[src/rtl/lcd_ctrl_pkg.sv]
// Shared types, o_lcd field positions, init ROM and cycle helpers for lcd_ctrl.
// The init ROM is only present when LCD_CTRL_INIT_EN is defined.
package lcd_ctrl_pkg;

  typedef enum logic [2:0] {
    PWRUP,
    INIT_LOAD,
    IDLE,
    SETUP,
    PULSE,
    HOLD,
    WAIT
  } state_e;

  localparam int unsigned LCD_ON = 31;
  localparam int unsigned LCD_EN = 10;
  localparam int unsigned LCD_RS = 9;
  localparam int unsigned LCD_RW = 8;

`ifdef LCD_CTRL_INIT_EN
  localparam int unsigned INIT_COUNT = 6;
  localparam int unsigned INIT_IDX_W = 3;

  // Function set 8-bit/2-line (x3), display on, clear, entry mode increment
  function automatic logic [7:0] init_rom(input logic [INIT_IDX_W-1:0] idx);
    logic [7:0] b;
    case (idx)
      3'd0:    b = 8'h38;
      3'd1:    b = 8'h38;
      3'd2:    b = 8'h38;
      3'd3:    b = 8'h0C;
      3'd4:    b = 8'h01;
      3'd5:    b = 8'h06;
      default: b = 8'h00;
    endcase
    return b;
  endfunction
`endif

  // ceil(time_ns / clk_ns), never less than one cycle
  function automatic int unsigned cycles(input int unsigned time_ns,
                                         input int unsigned clk_ns);
    int unsigned c;
    c = (time_ns + clk_ns - 1) / clk_ns;
    return (c == 0) ? 1 : c;
  endfunction

  function automatic int unsigned max2(input int unsigned a, input int unsigned b);
    return (a > b) ? a : b;
  endfunction

endpackage

[src/rtl/lcd_timer.sv]
// Loadable down-counter that saturates at zero; done_c flags a zero count.
module lcd_timer #(
  parameter int unsigned    W       = 20,
  parameter logic [W-1:0]   RST_VAL = '0
) (
  input  logic         clk,
  input  logic         rst_n,
  input  logic         load,
  input  logic [W-1:0] load_val,
  output logic         done_c
);

  logic [W-1:0] cnt_q;

  always_ff @(posedge clk or negedge rst_n) begin
    if (!rst_n) begin
      cnt_q <= RST_VAL;
    end else if (load) begin
      cnt_q <= load_val;
    end else if (cnt_q != '0) begin
      cnt_q <= cnt_q - W'(1);
    end
  end

  assign done_c = (cnt_q == '0);

endmodule

[src/rtl/lcd_ctrl.sv]
// HD44780-style 8-bit write-only LCD controller with timed EN strobes.
// Define LCD_CTRL_INIT_EN to include the power-up wait and built-in init sequence.
module lcd_ctrl
  import lcd_ctrl_pkg::*;
#(
  parameter int unsigned CLK_PERIOD_NS = 20,
  parameter int unsigned TSU_NS        = 60,
  parameter int unsigned TEN_NS        = 460,
  parameter int unsigned TH_NS         = 20,
  parameter int unsigned TEXEC_US      = 40,
  parameter int unsigned TLONG_US      = 1640,
  parameter int unsigned TPWR_US       = 20000
) (
  input  logic        i_clk,
  input  logic        i_rst_n,
  input  logic        i_valid,
  output logic        o_ready,
  input  logic        i_rs,
  input  logic [7:0]  i_data,
  output logic [31:0] o_lcd,
  output logic        o_init_done
);

  localparam int unsigned SETUP_CYC = cycles(TSU_NS, CLK_PERIOD_NS);
  localparam int unsigned EN_CYC    = cycles(TEN_NS, CLK_PERIOD_NS);
  localparam int unsigned HOLD_CYC  = cycles(TH_NS, CLK_PERIOD_NS);
  localparam int unsigned EXEC_CYC  = cycles(TEXEC_US * 1000, CLK_PERIOD_NS);
  localparam int unsigned LONG_CYC  = cycles(TLONG_US * 1000, CLK_PERIOD_NS);
  localparam int unsigned PWR_CYC   = cycles(TPWR_US * 1000, CLK_PERIOD_NS);

  // Counter sized for the largest interval so a reload can never wrap
  localparam int unsigned CNT_MAX = max2(max2(PWR_CYC, LONG_CYC),
                                         max2(max2(EXEC_CYC, EN_CYC),
                                              max2(SETUP_CYC, HOLD_CYC)));
  localparam int unsigned CNT_W   = $clog2(CNT_MAX + 1);

  localparam logic [CNT_W-1:0] SETUP_LD = CNT_W'(SETUP_CYC - 1);
  localparam logic [CNT_W-1:0] EN_LD    = CNT_W'(EN_CYC - 1);
  localparam logic [CNT_W-1:0] HOLD_LD  = CNT_W'(HOLD_CYC - 1);
  localparam logic [CNT_W-1:0] EXEC_LD  = CNT_W'(EXEC_CYC - 1);
  localparam logic [CNT_W-1:0] LONG_LD  = CNT_W'(LONG_CYC - 1);

`ifdef LCD_CTRL_INIT_EN
  localparam state_e           RST_STATE = PWRUP;
  localparam logic [CNT_W-1:0] RST_CNT   = CNT_W'(PWR_CYC - 1);
  localparam logic [INIT_IDX_W-1:0] INIT_LAST = INIT_IDX_W'(INIT_COUNT - 1);
`else
  localparam state_e           RST_STATE = IDLE;
  localparam logic [CNT_W-1:0] RST_CNT   = '0;
`endif

  state_e           state_q, state_d;
  logic             rs_q, rs_d;
  logic [7:0]       data_q, data_d;
  logic             ready_d;
  logic             init_done_d;
  logic [31:0]      lcd_d;
  logic             tmr_load;
  logic [CNT_W-1:0] tmr_val;
  logic             tmr_done;
  logic             first_entry;
  logic             long_wait;
`ifdef LCD_CTRL_INIT_EN
  logic [INIT_IDX_W-1:0] idx_q, idx_d;
`endif

  lcd_timer #(
    .W       (CNT_W),
    .RST_VAL (RST_CNT)
  ) u_timer (
    .clk      (i_clk),
    .rst_n    (i_rst_n),
    .load     (tmr_load),
    .load_val (tmr_val),
    .done_c   (tmr_done)
  );

  // State, captured byte and registered outputs
  always_ff @(posedge i_clk or negedge i_rst_n) begin
    if (!i_rst_n) begin
      state_q     <= RST_STATE;
      rs_q        <= 1'b0;
      data_q      <= 8'h00;
      o_ready     <= 1'b0;
      o_init_done <= 1'b0;
      o_lcd       <= '0;
`ifdef LCD_CTRL_INIT_EN
      idx_q       <= '0;
`endif
    end else begin
      state_q     <= state_d;
      rs_q        <= rs_d;
      data_q      <= data_d;
      o_ready     <= ready_d;
      o_init_done <= init_done_d;
      o_lcd       <= lcd_d;
`ifdef LCD_CTRL_INIT_EN
      idx_q       <= idx_d;
`endif
    end
  end

`ifdef LCD_CTRL_INIT_EN
  // The first function-set after power-up needs the long settle time
  assign first_entry = !o_init_done && (idx_q == '0);
`else
  assign first_entry = 1'b0;
`endif

  assign long_wait = first_entry ||
                     (!rs_q && (data_q[7:2] == 6'd0) && (data_q != 8'h00));

  // Next state, timer reloads and next output values
  always_comb begin
    state_d     = state_q;
    rs_d        = rs_q;
    data_d      = data_q;
    tmr_load    = 1'b0;
    tmr_val     = '0;
    init_done_d = o_init_done;
`ifdef LCD_CTRL_INIT_EN
    idx_d       = idx_q;
`endif

    case (state_q)
`ifdef LCD_CTRL_INIT_EN
      PWRUP: begin
        if (tmr_done) state_d = INIT_LOAD;
      end
      INIT_LOAD: begin
        rs_d     = 1'b0;
        data_d   = init_rom(idx_q);
        state_d  = SETUP;
        tmr_load = 1'b1;
        tmr_val  = SETUP_LD;
      end
`endif
      IDLE: begin
        if (i_valid && o_ready) begin
          rs_d     = i_rs;
          data_d   = i_data;
          state_d  = SETUP;
          tmr_load = 1'b1;
          tmr_val  = SETUP_LD;
        end
      end
      SETUP: begin
        if (tmr_done) begin
          state_d  = PULSE;
          tmr_load = 1'b1;
          tmr_val  = EN_LD;
        end
      end
      PULSE: begin
        if (tmr_done) begin
          state_d  = HOLD;
          tmr_load = 1'b1;
          tmr_val  = HOLD_LD;
        end
      end
      HOLD: begin
        if (tmr_done) begin
          state_d  = WAIT;
          tmr_load = 1'b1;
          tmr_val  = long_wait ? LONG_LD : EXEC_LD;
        end
      end
      WAIT: begin
        if (tmr_done) begin
`ifdef LCD_CTRL_INIT_EN
          if (!o_init_done) begin
            if (idx_q == INIT_LAST) begin
              state_d     = IDLE;
              init_done_d = 1'b1;
            end else begin
              idx_d   = idx_q + INIT_IDX_W'(1);
              state_d = INIT_LOAD;
            end
          end else begin
            state_d = IDLE;
          end
`else
          state_d = IDLE;
`endif
        end
      end
      default: state_d = RST_STATE;
    endcase

`ifndef LCD_CTRL_INIT_EN
    init_done_d = 1'b1;
`endif

    ready_d         = (state_d == IDLE);
    lcd_d           = '0;
    lcd_d[LCD_ON]   = 1'b1;
    lcd_d[LCD_EN]   = (state_d == PULSE);
    lcd_d[LCD_RS]   = rs_d;
    lcd_d[LCD_RW]   = 1'b0;
    lcd_d[7:0]      = data_d;
  end

endmodule

[config.mk]
export PLATFORM = sky130hd
export DESIGN_NAME = lcd_ctrl
export DESIGN_NICKNAME = d
export VERILOG_FILES = /design/src/rtl/lcd_ctrl_pkg.sv /design/src/rtl/lcd_timer.sv /design/src/rtl/lcd_ctrl.sv
export SDC_FILE = /design/constraint.sdc
export NUM_CORES = 1
export LEC_CHECK = 0
export ABC_AREA = 1
export CELL_PAD_IN_SITES_DETAIL_PLACEMENT = 1
export CELL_PAD_IN_SITES_GLOBAL_PLACEMENT = 1
export CORE_MARGIN = 4
export CORE_UTILIZATION = 37
export CTS_CLUSTER_DIAMETER = 30
export DETAILED_ROUTE_END_ITERATION = 12
export PLACE_DENSITY_LB_ADDON = 0.1
export SLEW_MARGIN = 20
export SYNTH_ARGS = -nofsm -noshare
export SYNTH_HDL_FRONTEND = slang
export SYNTH_HIERARCHICAL = 1
export SYNTH_SLANG_ARGS = --single-unit
[constraint.sdc]
create_clock -name i_clk -period 2.33 [get_ports i_clk]
set_clock_uncertainty 0.05 [all_clocks]
set_input_delay 0.699 -clock i_clk [delete_from_list [all_inputs] [get_ports i_clk]]
set_output_delay 0.699 -clock i_clk [all_outputs]
set_load 0.005 [all_outputs]
==> results of run 1 <==
report_power, final:
part / switching [W] / internal (W) / leakage [nW]
clock: 0.000227 / 0.000269 / 0.0505
combinational: 0.00104 / 0.000678 / 0.904
sequential: 0.000236 / 0.000873 / 0.438
layer usage:
layer | global-route usage, % | vias to the layer above | wire, um
met3 | 2.93 | 6 | 196
met2 | 27.5 | 32 | 2710
met5 | 0 | - | 0
met4 | 4.18 | 0 | 63
li1 | - | 995 | -
met1 | 20.0 | 925 | 2500
area by class of cell:
cell class              instances  area, um2
well taps                      75       93.8
clock buffers                   7       96.3
inverters                      37        141
flip-flops and latches         35        877
fillers                       773       3290
clock inverters                 1       7.51
multi-input cells             244       1200
repair buffers                 29        285
registers in the layout (all words and copies together), names as in the netlist:
signal and cells:
u_timer/cnt_q 20, data_q 7, o_lcd 4, o_ready 1, state_q 3
synth_stat cells (2+ instances only):
| library cell | count | area (um2) |
|---|---|---|
| buf_4 | 24 | 180 |
| buf_6 | 2 | 22.5 |
| clkbuf_1 | 3 | 11.3 |
| conb_1 | 2 | 7.51 |
| dfrtp_1 | 34 | 851 |
| ha_1 | 2 | 25.0 |
| inv_1 | 34 | 128 |
| inv_2 | 2 | 7.51 |
| nand2_1 | 106 | 398 |
| nand2_2 | 4 | 25.0 |
| nand3_1 | 13 | 65.1 |
| nand3_2 | 4 | 40.0 |
| nand3b_1 | 3 | 22.5 |
| nand4_1 | 8 | 50.1 |
| nor2_1 | 30 | 113 |
| nor2_2 | 7 | 43.8 |
| nor2_4 | 3 | 33.8 |
| o21ai_0 | 7 | 35.0 |
| o21ai_1 | 4 | 20.0 |
| o21ai_2 | 8 | 70.1 |
| xnor2_1 | 2 | 17.5 |
| xor2_1 | 3 | 26.3 |
kinds of logic after synthesis:
group                    synth area share (%)
AND/OR/NAND/NOR                          37.6
buffers and inverters                    15.3
flip-flops                               37.7
AO/OA/AOI/OAI                            6.09
XOR/XNOR                                 1.89
adder cells (fa/ha/maj)                  1.08
other                                   0.323
per-stage QoR:
| step | setup slack, ps | area [um2] | instances | power (W) | util [%] |
|---|---|---|---|---|---|
| floorplan | 268 | 2430 | 345 | 0.00232 | - |
| global placement | 193 | 2590 | 420 | 0.00281 | 43.3 |
| detailed placement | 144 | 2590 | 420 | 0.00286 | 43.3 |
| CTS | 235 | 2700 | 428 | 0.00339 | 45.0 |
| global route | 4.27 | 2700 | 428 | 0.00368 | 45.0 |
| finish | 271 | 2700 | 428 | 0.00332 | 45.0 |
how the worst max path moves through the flow:
stage,depth (start not counted),startpoint,to,slack [ps]
floorplan,12,u_timer/cnt_q[0],u_timer/cnt_q[3],270
global placement,9,i_valid,u_timer/cnt_q[1],190
detailed placement,9,i_valid,u_timer/cnt_q[1],140
CTS,12,u_timer/cnt_q[0],u_timer/cnt_q[1],230
global route,12,u_timer/cnt_q[0],u_timer/cnt_q[18],4
finish,12,u_timer/cnt_q[0],u_timer/cnt_q[19],270
==> run summary, run 1 <==
synthesized cell area -> 2320 um2
result of the run -> finished, final reports clean
biggest cell delay along the critical path -> 380 ps
total of warnings raised by yosys -> 6
number of antenna violations at the first check in global routing -> 0
fraction of synthesis flops using an asynchronous set or reset pin -> 100%
final setup violation count -> 0
via count of the first global-routing pass -> 2,014
Post-CTS Setup Repair Bufs -> 0
average routed wire per standard cell -> 12.8 um
quantity of gates resized following cts -> 0
leakage power summed over all cells -> 1.39 nW
TNS Setup -> 0 ps
detailed-route vias per instance -> 4.57
largest fanout on the critical path -> 9
ratio of final minimum period to clock period -> 88.4%
Slew HR -> 64.8%
die outline width -> 87.2 um
via total after detailed routing -> 1,958
capture point of the worst reg-to-reg path -> u_timer/cnt_q[19]
Iteration-0 DRC Markers -> 53
final hold vios -> 0
leading cell types in the layout, fill and taps excluded -> nand2_1, inv_1, dfrtp_1
flip-flop and latch count after synthesis -> 35
DIE HEIGHT -> 87.2 um
proportion of layout cells with a drive suffix above 1 -> 14.2%
power per standard cell area -> 1230 nW/um2
count of inserted antenna diode cells -> 0
Clock Root Buffer -> clkbuf_8
Cell Chain, Critical Path -> inv_1, ha_1, nand2_1, nor4_1, and3_1, nand2_1, nand2_1, inv_1, nand2_4, inv_4, nand2_1, nand2_1
post-cts hold buffer count -> 0
Synth Area per Inst -> 7.33 um2
register-to-register path setup slack -> 270 ps
classification of the worst setup path -> flop to flop
effective utilization at floorplan -> 38.8%
IO buf count -> 24
HPWL reported at the end of detailed placement -> 4270 um
aggregate global-route resource usage -> 15.8%
H-tree levels -> 2
startpoint of the lowest-slack register-to-register path -> u_timer/cnt_q[0]
routability-driven placement congestion ratio -> 0.780
number of enable-type register cells in the synthesized netlist -> 0
first-pass GRT wire length -> 9490 um
count of maximum capacitance violations -> 0
slowest cell on the critical path -> dfrtp_1
transition time at the pin with the least slew margin -> 528 ps
cell class contributing the biggest share of worst-path delay -> simple AND/OR/NAND/NOR gates
gate count of the mapped netlist -> 317
I/O pin cnt -> 46
first-pass iteration count of the detailed router -> 4
maximum number of pins on one net before global-route repair -> 36
Final Critical Period -> 2060 ps
leading cell type in the layout, fill and taps excluded -> nand2_1
Achievable Freq -> 486 MHz
FF-to-FF path depth -> 12
Post-Route Hold Slack -> 400 ps
count of unresolved DRC violations after routing -> 0
arrival time at the worst endpoint -> 2190 ps
final count of pins violating max slew -> 0
cell row count -> 28
register clock-pin slew on the reported worst setup and hold paths -> 70 ps
Max IR drop VDD -> 0.516 mV
Seq/Total Area, Yosys -> 37.7%
Crit path buffers/inverters -> 3
most numerous cell on the critical path -> nand2_1
final global-route overflow total -> 0
number of nets with antenna violations after routing -> 0
unrepaired setup endpoints after global routing -> false
class of the tightest hold or removal check -> primary input to asynchronous set/reset pin
Setup crit start kind -> flop
TritonCTS sink count -> 35
most used flip-flop cell after synthesis -> dfrtp_1
maximum count of clock buffers along a single path -> 2
die footprint -> 7610 um2
cts bufs inserted -> 5
clock tree from TritonCTS -> done
area delta synth->final -> 16.1%
critical path data required time -> 2460 ps
core box area -> 5990 um2
clk_lat worst skew -> 290 ps
total length of routed wires -> 5470 um
Net count, final -> 366
category of the worst setup path capture point -> flop
post-synth cell types -> 34
(Power assumes the default switching activity.)
==> run 2, diff against run 1 <==
--- a/config.mk
+++ b/config.mk
@@ -8,6 +8,7 @@
 export ABC_AREA = 1
 export CELL_PAD_IN_SITES_DETAIL_PLACEMENT = 1
 export CELL_PAD_IN_SITES_GLOBAL_PLACEMENT = 1
+export CORE_ASPECT_RATIO = 1.2
 export CORE_MARGIN = 4
 export CORE_UTILIZATION = 37
 export CTS_CLUSTER_DIAMETER = 30
==> run 2 against run 1 <==
Worst setup slack got worse by 30 ps. Sequential share of layout area decreased by 0.14 points. Cell area increased by 0.42%. Total power decreased by 0.21%. Non-clock buffer count decreased by 1. Critical path depth decreased by 3. Critical path type unchanged. Largest cell class unchanged.
==> run summary, run 2 (synthesis gave the netlist of run 1 again) <==
Post-CTS Setup Repair Bufs -> 0
average routed wire per standard cell -> 12.5 um
clk_lat worst skew -> 280 ps
HPWL reported at the end of detailed placement -> 4350 um
category of the worst setup path capture point -> flop
area delta synth->final -> 16.6%
H-tree levels -> 2
proportion of layout cells with a drive suffix above 1 -> 13.9%
total length of routed wires -> 5430 um
leading cell types in the layout, fill and taps excluded -> nand2_1, inv_1, dfrtp_1
classification of the worst setup path -> flop to flop
largest fanout on the critical path -> 6
arrival time at the worst endpoint -> 2220 ps
number of nets with antenna violations after routing -> 0
ratio of final minimum period to clock period -> 89.6%
leading cell type in the layout, fill and taps excluded -> nand2_1
count of unresolved DRC violations after routing -> 0
cell row count -> 31
registers with the most flip-flops -> u_timer/cnt_q: 20 flops, data_q: 7 flops, o_lcd: 4 flops
via count of the first global-routing pass -> 2,017
flip-flop count of the largest register after layout -> 20
Achievable Freq -> 479 MHz
maximum count of clock buffers along a single path -> 2
register-to-register path setup slack -> 240 ps
I/O pin cnt -> 46
count of maximum capacitance violations -> 0
effective utilization at floorplan -> 38.4%
die footprint -> 7620 um2
cts bufs inserted -> 5
clock tree from TritonCTS -> done
post-route total power -> 0.00331 W
class of the tightest hold or removal check -> primary input to asynchronous set/reset pin
quantity of gates resized following cts -> 0
core box area -> 6050 um2
Max IR drop VDD -> 0.693 mV
die outline width -> 80.3 um
via total after detailed routing -> 1,897
Clock Root Buffer -> clkbuf_8
register ranked first by flip-flop count -> u_timer/cnt_q
final count of pins violating max slew -> 0
first-pass GRT wire length -> 9270 um
critical path data required time -> 2470 ps
detailed-route vias per instance -> 4.37
final setup violation count -> 0
result of the run -> finished, final reports clean
number of antenna violations at the first check in global routing -> 0
maximum number of pins on one net before global-route repair -> 25
final global-route overflow total -> 0
leakage power summed over all cells -> 1.39 nW
first-pass iteration count of the detailed router -> 4
launching element of the worst setup path -> u_timer/cnt_q[0]
count of inserted antenna diode cells -> 0
register clock-pin slew on the reported worst setup and hold paths -> 70 ps
post-cts hold buffer count -> 0
TritonCTS sink count -> 35
routability-driven placement congestion ratio -> 0.806
power per standard cell area -> 1220 nW/um2
DIE HEIGHT -> 94.8 um
TNS Setup -> 0 ps
unrepaired setup endpoints after global routing -> false
Net count, final -> 365
final hold vios -> 0
startpoint of the lowest-slack register-to-register path -> u_timer/cnt_q[0]
IO buf count -> 24
Final Critical Period -> 2090 ps
aggregate global-route resource usage -> 15.7%
Setup crit start kind -> flop
final standard cell utilization of the core -> 44.8%
Iteration-0 DRC Markers -> 33
run 2: cell count changes in the layout (fill, tap and decap cells not counted):
| cell | before | now |
|---|---|---|
| and3_2 | 0 | 1 |
| clkbuf_1 | 0 | 1 |
| buf_12 | 1 | 2 |
| and3_1 | 1 | 0 |
| buf_4 | 4 | 2 |
| clkinvlp_4 | 1 | 0 |
run 2: path summary, 6_finish.rpt:
check / endpoint / depth (start not counted)
hold / removal: u_timer/cnt_q[15] / 1
min in group i_clk: o_lcd[7] / 2
max in group asynchronous: o_lcd[7] / 2
setup reg to reg: u_timer/cnt_q[7] / 9
setup / recovery: u_timer/cnt_q[7] / 9
hold reg to reg: o_lcd[7] / 2
run 2: stage by stage:
step / setup slack (ps) / hold slack (ps) / std cells / area [um2]
2_1_floorplan: 268 / 353 / 345 / 2430
3_5_place_dp: 157 / 455 / 426 / 2610
5_1_grt: 30.0 / 343 / 434 / 2710
6_report: 241 / 318 / 434 / 2710
4_1_cts: 175 / 335 / 434 / 2710
3_3_place_gp: 186 / 452 / 426 / 2610
run 2: power by group:
part | internal (W) | total [W] | switching (W)
clock network | 0.000270 | 0.000476 | 0.000206
registers | 0.000874 | 0.00111 | 0.000235
logic | 0.000681 | 0.00173 | 0.00105
run 2: cell type report:
class                      instances  area [um2]
fill                             802        3340
multi-input combinational        244        1200
timing repair buffer              28         290
sequential                        35         877
inverter                          37         141
clock buffer                       8         100
tap                               82         103
run 2: routing by layer:
metal | share of wire (%) | global-route usage [%] | vias to the layer above
li1 | - | - | 993
met1 | 42 | 17.9 | 872
met2 | 54 | 29.4 | 26
met3 | 2.8 | 2.96 | 6
met4 | 1.4 | 4.51 | 0
met5 | 0 | 0 | -
run 2: worst max-delay path, stage by stage, from the launching register on:
cell	delay (ps)
dfrtp_1	370
inv_1	120
ha_1	200
nand2_1	70
nor4_1	230
and3_2	280
nand3_2	170
nor2_1	310
nand2_1	80
o21ai_0	100
==> run 3, diff against run 2 <==
--- a/config.mk
+++ b/config.mk
@@ -14,7 +14,7 @@
 export CTS_CLUSTER_DIAMETER = 30
 export DETAILED_ROUTE_END_ITERATION = 12
 export PLACE_DENSITY_LB_ADDON = 0.1
-export SLEW_MARGIN = 20
+export SLEW_MARGIN = 25
 export SYNTH_ARGS = -nofsm -noshare
 export SYNTH_HDL_FRONTEND = slang
 export SYNTH_HIERARCHICAL = 1
==> results of run 3 <==
The final DEF is identical to that of run 2; final timing and power are the same.
